### config.mk
export PLATFORM = sky130hd
export DESIGN_NAME = nibble_add_seq
export DESIGN_NICKNAME = d
export VERILOG_FILES = /design/src/rtl/nibble_seq_pkg.sv /design/src/rtl/nibble_slice.sv /design/src/rtl/nibble_add_seq.sv
export SDC_FILE = /design/constraint.sdc
export NUM_CORES = 1
export LEC_CHECK = 0
export BUFFER_PORTS_ARGS = -buffer_cell sky130_fd_sc_hd__clkbuf_2
export CORE_MARGIN = 5
export CORE_UTILIZATION = 57
export DETAILED_ROUTE_END_ITERATION = 8
export PLACE_DENSITY = 0.82
export SYNTH_ARGS = -nofsm -noshare
export SYNTH_HDL_FRONTEND = slang
export SYNTH_SLANG_ARGS = --single-unit
### constraint.sdc
create_clock -name clk -period 8.5 [get_ports clk]
set_clock_uncertainty 0.05 [all_clocks]
set_input_delay 0.85 -clock clk [delete_from_list [all_inputs] [get_ports clk]]
set_output_delay 0.85 -clock clk [all_outputs]
set_load 0.1 [all_outputs]
### src/rtl/nibble_seq_pkg.sv
// rtl/nibble_seq_pkg.sv - shared types and constants for the nibble add/subtract sequencer
package nibble_seq_pkg;

    localparam int NIB_W = 4;

    localparam logic OP_ADD = 1'b0;
    localparam logic OP_SUB = 1'b1;

    typedef enum logic [1:0] {
        IDLE = 2'd0,
        RUN  = 2'd1,
        DONE = 2'd2
    } state_t;

endpackage

### src/rtl/nibble_slice.sv
// rtl/nibble_slice.sv - combinational 4-bit ripple-carry adder slice
// NIBSEQ_OVF_EN adds the c3 port (carry into bit 3) for signed-overflow detection.
module nibble_slice
    import nibble_seq_pkg::*;
(
    input  logic [NIB_W-1:0] in1,
    input  logic [NIB_W-1:0] in2,
    input  logic             cin,
    output logic [NIB_W-1:0] sum,
`ifdef NIBSEQ_OVF_EN
    output logic             c3,
`endif
    output logic             cout
);

    logic [NIB_W:0] carry;

    always_comb begin
        sum      = '0;
        carry    = '0;
        carry[0] = cin;
        for (int i = 0; i < NIB_W; i++) begin
            sum[i]     = in1[i] ^ in2[i] ^ carry[i];
            carry[i+1] = (in1[i] & in2[i]) | (carry[i] & (in1[i] ^ in2[i]));
        end
    end

    assign cout = carry[NIB_W];
`ifdef NIBSEQ_OVF_EN
    assign c3 = carry[NIB_W-1];
`endif

endmodule

### src/rtl/nibble_add_seq.sv
// rtl/nibble_add_seq.sv - WIDTH-bit add/subtract sequenced one nibble per clock, LSB first
// NIBSEQ_OVF_EN enables signed-overflow reporting on ovf; otherwise ovf stays 0.
module nibble_add_seq
    import nibble_seq_pkg::*;
#(
    parameter int WIDTH = 8
) (
    input  logic             clk,
    input  logic             rst,
    input  logic             start,
    input  logic             op,
    input  logic [WIDTH-1:0] a,
    input  logic [WIDTH-1:0] b,
    output logic             busy,
    output logic             done,
    output logic [WIDTH-1:0] result,
    output logic             cout,
    output logic             ovf
);

    localparam int NIB = WIDTH / NIB_W;
    localparam int IW  = (NIB > 1) ? $clog2(NIB) : 1;
    localparam logic [IW-1:0] LAST = IW'(NIB - 1);

    state_t           state;
    logic [WIDTH-1:0] a_reg;
    logic [WIDTH-1:0] b_reg;
    logic [WIDTH-1:0] work;
    logic             op_reg;
    logic [IW-1:0]    idx;
    logic             carry;

    logic [NIB_W-1:0] a_nib [NIB];
    logic [NIB_W-1:0] b_nib [NIB];
    logic [NIB_W-1:0] in2;
    logic [NIB_W-1:0] s_sum;
    logic             s_cout;
    logic             ovf_bit;
    logic [WIDTH-1:0] work_next;

    for (genvar n = 0; n < NIB; n++) begin : g_nib
        assign a_nib[n] = a_reg[n*NIB_W +: NIB_W];
        assign b_nib[n] = b_reg[n*NIB_W +: NIB_W];
    end

    assign in2 = (op_reg == OP_ADD) ? b_nib[idx] : ~b_nib[idx];

`ifdef NIBSEQ_OVF_EN
    logic s_c3;

    nibble_slice u_slice (
        .in1  (a_nib[idx]),
        .in2  (in2),
        .cin  (carry),
        .sum  (s_sum),
        .c3   (s_c3),
        .cout (s_cout)
    );

    assign ovf_bit = s_c3 ^ s_cout;
`else
    nibble_slice u_slice (
        .in1  (a_nib[idx]),
        .in2  (in2),
        .cin  (carry),
        .sum  (s_sum),
        .cout (s_cout)
    );

    assign ovf_bit = 1'b0;
`endif

    // New nibble enters at the top; after NIB shifts the LSB nibble sits at the bottom.
    if (NIB > 1) begin : g_shift
        assign work_next = {s_sum, work[WIDTH-1:NIB_W]};
    end else begin : g_single
        assign work_next = s_sum;
    end

    always_ff @(posedge clk or posedge rst) begin
        if (rst) begin
            state  <= IDLE;
            a_reg  <= '0;
            b_reg  <= '0;
            op_reg <= 1'b0;
            idx    <= '0;
            carry  <= 1'b0;
            work   <= '0;
            result <= '0;
            cout   <= 1'b0;
            ovf    <= 1'b0;
        end else begin
            case (state)
                IDLE: begin
                    if (start) begin
                        a_reg  <= a;
                        b_reg  <= b;
                        op_reg <= op;
                        idx    <= '0;
                        carry  <= (op == OP_SUB);
                        state  <= RUN;
                    end
                end
                RUN: begin
                    work  <= work_next;
                    carry <= s_cout;
                    idx   <= idx + IW'(1);
                    if (idx == LAST) begin
                        result <= work_next;
                        cout   <= s_cout;
                        ovf    <= ovf_bit;
                        state  <= DONE;
                    end
                end
                DONE:    state <= IDLE;
                default: state <= IDLE;
            endcase
        end
    end

    assign busy = (state == RUN);
    assign done = (state == DONE);

endmodule

* Yosys cells after proc, flatten, opt, wreduce, memory -nomap -nowiden
Cells that the tools add are included.
** Operators by class
- $add $sub $neg :: 1
- Multipliers :: 0
- Div/mod/pow operators :: 0
- Magnitude comparators :: 1
- Equal/unequal tests :: 4
- Shift operators :: 0
- Mux-type cells :: 14
- Bitwise operators :: 22
- Reductions and logical operators :: 6
** Operator list (count)
- 4-bit 2-to-1 mux :: 7
- 1-bit bitwise AND :: 8
- 2-bit AND reduction :: 4
- 1-bit bitwise XOR :: 8
- 2-bit 2-to-1 mux :: 2
- 4-bit inverter :: 1
- 1-bit bitwise OR :: 4
- 1-bit case mux with 2 select lines :: 2
- 2-bit case mux with 2 select lines :: 1
- 2-bit by 1-bit == test with 1-bit output (second input constant) :: 1
- 2-bit == test (second input constant) :: 1
- 2-bit >= comparator (second input constant) :: 1
- 2-bit logical NOT :: 1
- 1-bit 2-to-1 mux :: 2
- 2-bit by 1-bit != test with 1-bit output (second input constant) :: 1
- 2-bit != test (second input constant) :: 1
- 1-bit inverter with 2-bit output :: 1
- 2-bit nonzero test :: 1
- 1-bit adder (second input constant) :: 1
** Word-level totals
- Register bits :: 38
- Bits in latches :: 0
- Bits in writable memories :: 0
- Bits in read-only memories :: 0
- Output and inout port bits :: 12
- Memories :: 0

* Logic depth before layout (Yosys ltp)
Gate-level depths: netlist of run 1.
- Depth after elaboration :: 16
- Depth in mapped cells :: 12
- Gate-level depth less buffers :: 11

* Hierarchy
Synthesis of run 1 repeated with hierarchy kept, for this count alone.
** Second synthesis, totals
- Cells, all modules :: 114
- Area total of the unflattened synthesis :: 1645.3 µm²
** By module, submodules not included
- nibble_add_seq :: instances 1, cells each 100, area each 1527.7 µm², seq. area each 850.8 µm²
- nibble_slice :: instances 1, cells each 14, area each 117.6 µm², seq. area each 0.0 µm²

* Worst setup path after synthesis of run 1
Ideal clock, no wire load.
- Path kind :: reg2reg
- Start :: reg idx
- End :: reg result[7]
- Library setup time :: 0.126 ns
- Arrival time :: 2.577 ns
- Data required time :: 8.324 ns
- Slack :: 5.748 ns
- Stages on the path, launching flop included :: 12
- Buffers on the path :: 1
- Clock period less this slack :: 2.752 ns
- Cell sequence :: dfrtp_1 -> buf_2 -> mux2i_1 -> xnor2_1 -> fa_1 -> inv_1 -> fa_1 -> inv_1 -> fa_1 -> inv_1 -> fa_1 -> mux2_2
** On the way
- Longest elaborated chain between the ends :: 14
- Elaborated cells on any way between the ends :: 24
- Those cells by class :: mux: 7; bitwise: 16; reduce/logical: 1
** Ends and longest elaborated chain
- start, declared :: line nibble_add_seq.sv:30 : logic [IW-1:0] idx;
- start signal, assigned :: line nibble_add_seq.sv:107 : idx <= idx + IW'(1);
- 1-bit inverter with 2-bit output (not written as such) (*) :: line nibble_add_seq.sv:46, nibble_add_seq.sv:63
- 4-bit 2-to-1 mux (not written as such) (3 in a row) :: line nibble_add_seq.sv:46 : assign in2 = (op_reg == OP_ADD) ? b_nib[idx] : ~b_nib[idx];
- 4-bit inverter :: line nibble_add_seq.sv:46
- 4-bit 2-to-1 mux :: line nibble_add_seq.sv:46
- 1-bit bitwise XOR :: line nibble_slice.sv:24 : carry[i+1] = (in1[i] & in2[i]) | (carry[i] & (in1[i] ^ in2[i]));
- 1-bit bitwise AND :: line nibble_slice.sv:24
- 1-bit bitwise OR :: line nibble_slice.sv:24
- 1-bit bitwise AND :: line nibble_slice.sv:24
- 1-bit bitwise OR :: line nibble_slice.sv:24
- 1-bit bitwise AND :: line nibble_slice.sv:24
- 1-bit bitwise OR :: line nibble_slice.sv:24
- 1-bit bitwise XOR (*) :: line nibble_slice.sv:23 : sum[i] = in1[i] ^ in2[i] ^ carry[i];
- named net s_sum[3] :: line nibble_add_seq.sv:36 : logic [NIB_W-1:0] s_sum;
- end signal, assigned :: line nibble_add_seq.sv:109 : result <= work_next;
- end, declared :: line nibble_add_seq.sv:16 : output logic [WIDTH-1:0] result,
The timed path passes the listed nets; every way through them passes the cells marked *. The select of a mux whose other input is x is not followed.
A chain may end at the register's enable or synchronous reset.

* Final worst setup path of run 1
Same ends and word-level chain as after synthesis.

==> run summary, run 1 <==
Die ar.: 3930 um2
Required @ worst endpoint: 8.67 ns
ANT cells: 0
startpoint types: flip-flop
CORE AREA: 2710 um2
dpl hpwl: 2.12 mm
final net count: 174
Main synth FF type: dfrtp_1
Synth Cell Area: 1580 um2
Setup violations, final: 0
DRC: 0
post-synthesis net count: 140
pin count of the biggest net entering global routing: 35
num rows: 19
most frequent cells in the layout: 34 x dfrtp_1, 30 x clkbuf_2, 17 x mux2_2
Crit. End Element: flip-flop
initial core utilization: 58.3%
layout cells sized above 1: 44.3%
min cycle time layout: 3.04 ns
clock slew at reported path FFs: 0.09 ns
Syn-to-layout area delta: 12.7%
count of different cell masters after synthesis: 21
1st-iter DRT viols: 40
EDFF count, synth: 0
final antenna-violating net count: 0
Avg Cell Area, Syn: 13.6 um2
commonest non-fill, non-tap cell in the layout: dfrtp_1
Tightest Pin Transition: 0.538 ns
sequential-to-total area share from yosys stat: 53.8%
worst r2r src: idx
antenna violations before repair: 0
Ys Warns: 0
layer with the highest usage: met2
GRT overflow: 0
max-cap violations: 0
Critical Path Start: idx
number of top-level pins: 32
met3 GRT Util: 7.37%
vias in the first global route: 1064
Hold Fails Final Rpt: 0
Placed Area: 1730 um2
CTS tree: done
Max Root-Sink Buffers: 2
vias per inst: 5.12
number of synthesized register bits: 34
clock latency on the worst-skew pair: 0.33 ns
GRT Total Usage: 16.2%
critical path arrival: 3.21 ns
Slew Viols, Final: 0
Num Clock Sinks: 34
CTS buffer count: 5
routed vias: 922
Post-Syn Instances: 116
status: completed
first-pass GRT wire length: 4.82 mm
met2 global-route usage: 25.3%
# port buffers: 30
Placer Congestion: 0.841
FMAX: 0.329 GHz
Die X: 62.7 um
CTS Hold Bufs: 0
WS Path Type: reg2reg
postcts setup bufs: 0
TNS Setup: 0 ns
CTS resizes: 0
met1 Use GR: 18.4%
Post-Route WL: 2.76 mm
height of the chip: 62.7 um
unrepaired setup endpoints after global routing: false
Synth async-reset ratio: 100%
Critical Path Fanout Max: 12
period utilization: 35.7%
Root Driver: clkbuf_4
Design Area, Final: 1780 um2
drt wl/cell: 15.4 um
drt pass-1 iters: 4
hold wc startpoint: work[7]
type of the worst min-delay path: reg2reg
H-tree level count: 2
max_slew headroom: 64.0%
## final cells by class
| class | instances | area (um2) |
|---|---|---|
| fill | 224 | 930 |
| clock buffer | 6 | 51.3 |
| tap | 31 | 38.8 |
| multi-input combinational | 68 | 641 |
| sequential | 34 | 851 |
| inverter | 9 | 33.8 |
| timing repair buffer | 32 | 165 |
## Yosys cell counts (2+ instances only)
cell type | number | area (um2)
buf_6 | 2 | 22.5
nand2_1 | 12 | 45.0
o21ai_0 | 7 | 35.0
fa_1 | 4 | 80.1
mux2_4 | 8 | 120
dfrtp_1 | 34 | 851
nor2_1 | 2 | 7.51
inv_1 | 9 | 33.8
xnor2_1 | 4 | 35.0
mux2_2 | 17 | 191
mux2i_1 | 7 | 70.1
## routing by layer
metal | share of wire (%) | up-vias | routed length [um]
li1 | - | 446 | -
met3 | 6.6 | 5 | 183
met2 | 48 | 26 | 1330
met1 | 43 | 445 | 1190
met4 | 2.5 | 0 | 69
met5 | 0 | - | 0
## cells by family (layout without fill, tap and decap cells)
logic type	count (synthesis)	count (layout)	synth area share [%]
other cells	1	1	0.237
compound gates	8	8	2.69
mux	32	32	24.1
simple gates	19	19	6.18
fa+ha+maj	4	4	5.07
xor+xnor	4	4	2.22
buf+inv	14	47	5.62
flops	34	34	53.8
## stage by stage
step	utilization, %	hold slack [ns]	instances	setup WS, ns
after detailed placement	63.8	0.419	174	5.48
after CTS	65.7	0.441	180	5.46
after global routing	65.7	0.459	180	5.36
after global placement	63.8	0.404	174	5.65
final	65.7	0.437	180	5.46
after floorplan	-	0.391	116	5.75
## critical path, cell delays in order (launching register included)
cell and delay [ns]:
dfrtp_1 0.67, mux2i_1 0.29, xnor2_1 0.12, fa_1 0.39, inv_1 0.09, fa_1 0.16, inv_1 0.05, fa_1 0.34
inv_1 0.07, fa_1 0.42, mux2_2 0.27
## worst paths after layout
path / to / slack (ns) / depth (start not counted)
worst max-delay path: result[7] / 5.46 / 10
worst min-delay path: work[7] / 0.44 / 2
worst max register to register: result[7] / 5.46 / 10
worst min register to register: work[7] / 0.44 / 2
max in group asynchronous: state[0] / 7.59 / 3
min in group asynchronous: result[2] / 0.51 / 3
Power of run 1 is left out: the tool's default activity adds up to more than one toggle a clock period on the data nets, which glitch-free logic cannot reach.
==> inputs of run 2 (changes only) <==
- CORE_UTILIZATION: 57 -> 53
- PLACE_DENSITY: 0.82 -> 0.77
- clock period: 8.5 -> 3.1 ns (I/O delays scaled with it)
==> run summary, run 2 (same netlist as run 1, synthesis figures left out) <==
WS Path Type: reg2reg
max_slew headroom: 51.7% (-12 points)
final net count: 176 (+1.1%)
WHS: 0.161 ns (-0.276 ns)
Seq. cell area: 851 um2 (unchanged)
GRT Total Usage: 14.0% (-2.2 points)
Placer Congestion: 0.814 (-3.2%)
initial core utilization: 56.3% (-2.0 points)
routed vias: 966 (+4.8%)
Required @ worst endpoint: 3.26 ns (-5.41 ns)
num rows: 19 (unchanged)
status: completed
number of top-level pins: 32 (unchanged)
pin count of the biggest net entering global routing: 35 (unchanged)
CTS tree: done
H-tree level count: 2 (unchanged)
drt pass-1 iters: 4 (unchanged)
commonest non-fill, non-tap cell in the layout: dfrtp_1
postcts setup bufs: 0 (unchanged)
pre-CTS WS: 0.279 ns (-5.20 ns)
layout cells sized above 1: 43.4% (-0.87 points)
clock slew at reported path FFs: 0.09 ns (about the same)
DRC: 0 (unchanged)
CORE AREA: 2810 um2 (+3.5%)
critical path arrival: 2.98 ns (-0.23 ns)
Filler Cells Inserted: 243 (+8.5%)
Root Driver: clkbuf_4
r2r setup slk: 0.28 ns (-5.18 ns)
height of the chip: 64.6 um (+3.1%)
startpoint types: flip-flop
R2R depth: 10 (unchanged)
Hold Fails Final Rpt: 0 (unchanged)
first-pass GRT wire length: 4.44 mm (-7.7%)
unrepaired setup endpoints after global routing: false
clock latency on the worst-skew pair: 0.32 ns (about the same)
Syn-to-layout area delta: 13.4%
Max Root-Sink Buffers: 2 (unchanged)
CTS resizes: 0 (unchanged)
dpl hpwl: 1.99 mm (-6.1%)
drt wl/cell: 13.9 um (-9.6%)
TNS Setup: 0 ns (unchanged)
Die X: 64.6 um (+3.1%)
Setup violations, final: 0 (unchanged)
Critical Path Fanout Max: 7 (-5)
final antenna-violating net count: 0 (unchanged)
Num Clock Sinks: 34 (unchanged)
ANT cells: 0 (unchanged)
multi-input logic area: 641 um2 (unchanged)
Crit. End Element: flip-flop
min cycle time layout: 2.82 ns (-0.217 ns)
antenna violations before repair: 0 (unchanged)
Post-Route WL: 2.54 mm (-8.1%)
Hold Crit Depth: 2 (unchanged)
Slew Viols, Final: 0 (unchanged)
final worst-path setup slack: 0.282 ns (-5.18 ns)
FMAX: 0.355 GHz (+7.7%)
1st-iter DRT viols: 49 (+23%)
# port buffers: 30 (unchanged)
type of the worst min-delay path: in2reg
Die ar.: 4170 um2 (+6.3%)
period utilization: 90.9% (+55 points)
Tightest Pin Transition: 0.721 ns (+0.183 ns)
vias per inst: 5.28 (+3.1%)
max-cap violations: 0 (unchanged)
most frequent cells in the layout: 34 x dfrtp_1, 30 x clkbuf_2, 17 x mux2_2
CTS buffer count: 5 (unchanged)
vias in the first global route: 1037 (-2.5%)
GRT overflow: 0 (unchanged)
==> run 2: cell types whose count changed in the layout (fill, tap and decap cells not counted), sizes merged <==
cell / change
dlygate4sd3: +1
clkbuf: +1
buf: +1
==> run 2: layout make-up <==
type / count / area share (%)
multi-input cells: 68 / 35.8
clock buffers: 7 / 2.51
well taps: 31 / 2.16
repair buffers: 34 / 10.2
flip-flops and latches: 34 / 47.5
inverters: 9 / 1.89
==> run 2: stage by stage <==
| step | util [%] | std cells | area, um2 |
|---|---|---|---|
| after global placement | 61.9 | 175 | 1740 |
| final | 63.9 | 183 | 1790 |
| after floorplan | - | 116 | 1580 |
| after global routing | 63.9 | 183 | 1790 |
| after CTS | 63.9 | 183 | 1790 |
| after detailed placement | 61.9 | 175 | 1740 |
==> run 2: per-layer routing <==
metal,global-route usage (%),routed length (um),up-vias
met5,0,0,-
met4,7.92,29,0
met3,4.32,162,4
met2,24.0,1250,30
met1,15.4,1090,477
li1,-,-,455
==> run 2: worst paths after layout <==
path,endpoint,startpoint
worst max register to register,result[7],idx
max in group asynchronous,state[1],rst
min in group asynchronous,b_reg[1],rst
worst min-delay path,b_reg[7],b[7]
worst min register to register,work[5],work[5]
worst max-delay path,result[7],idx
==> run 2: what timing repair did <==
item                       CTS  global route
setup endpoints to repair    0             0
hold buffers                 1             0
hold endpoints to repair    34             0
==> run 2: worst max-delay path: stages, from the launching register on <==
cell     delay (ns)
dfrtp_1        0.56
mux2i_1        0.26
xnor2_1        0.10
fa_1           0.35
inv_1          0.08
fa_1           0.15
inv_1          0.05
fa_1           0.35
inv_1          0.07
fa_1           0.42
mux2_2         0.27
Power of run 2 is left out for the same reason.
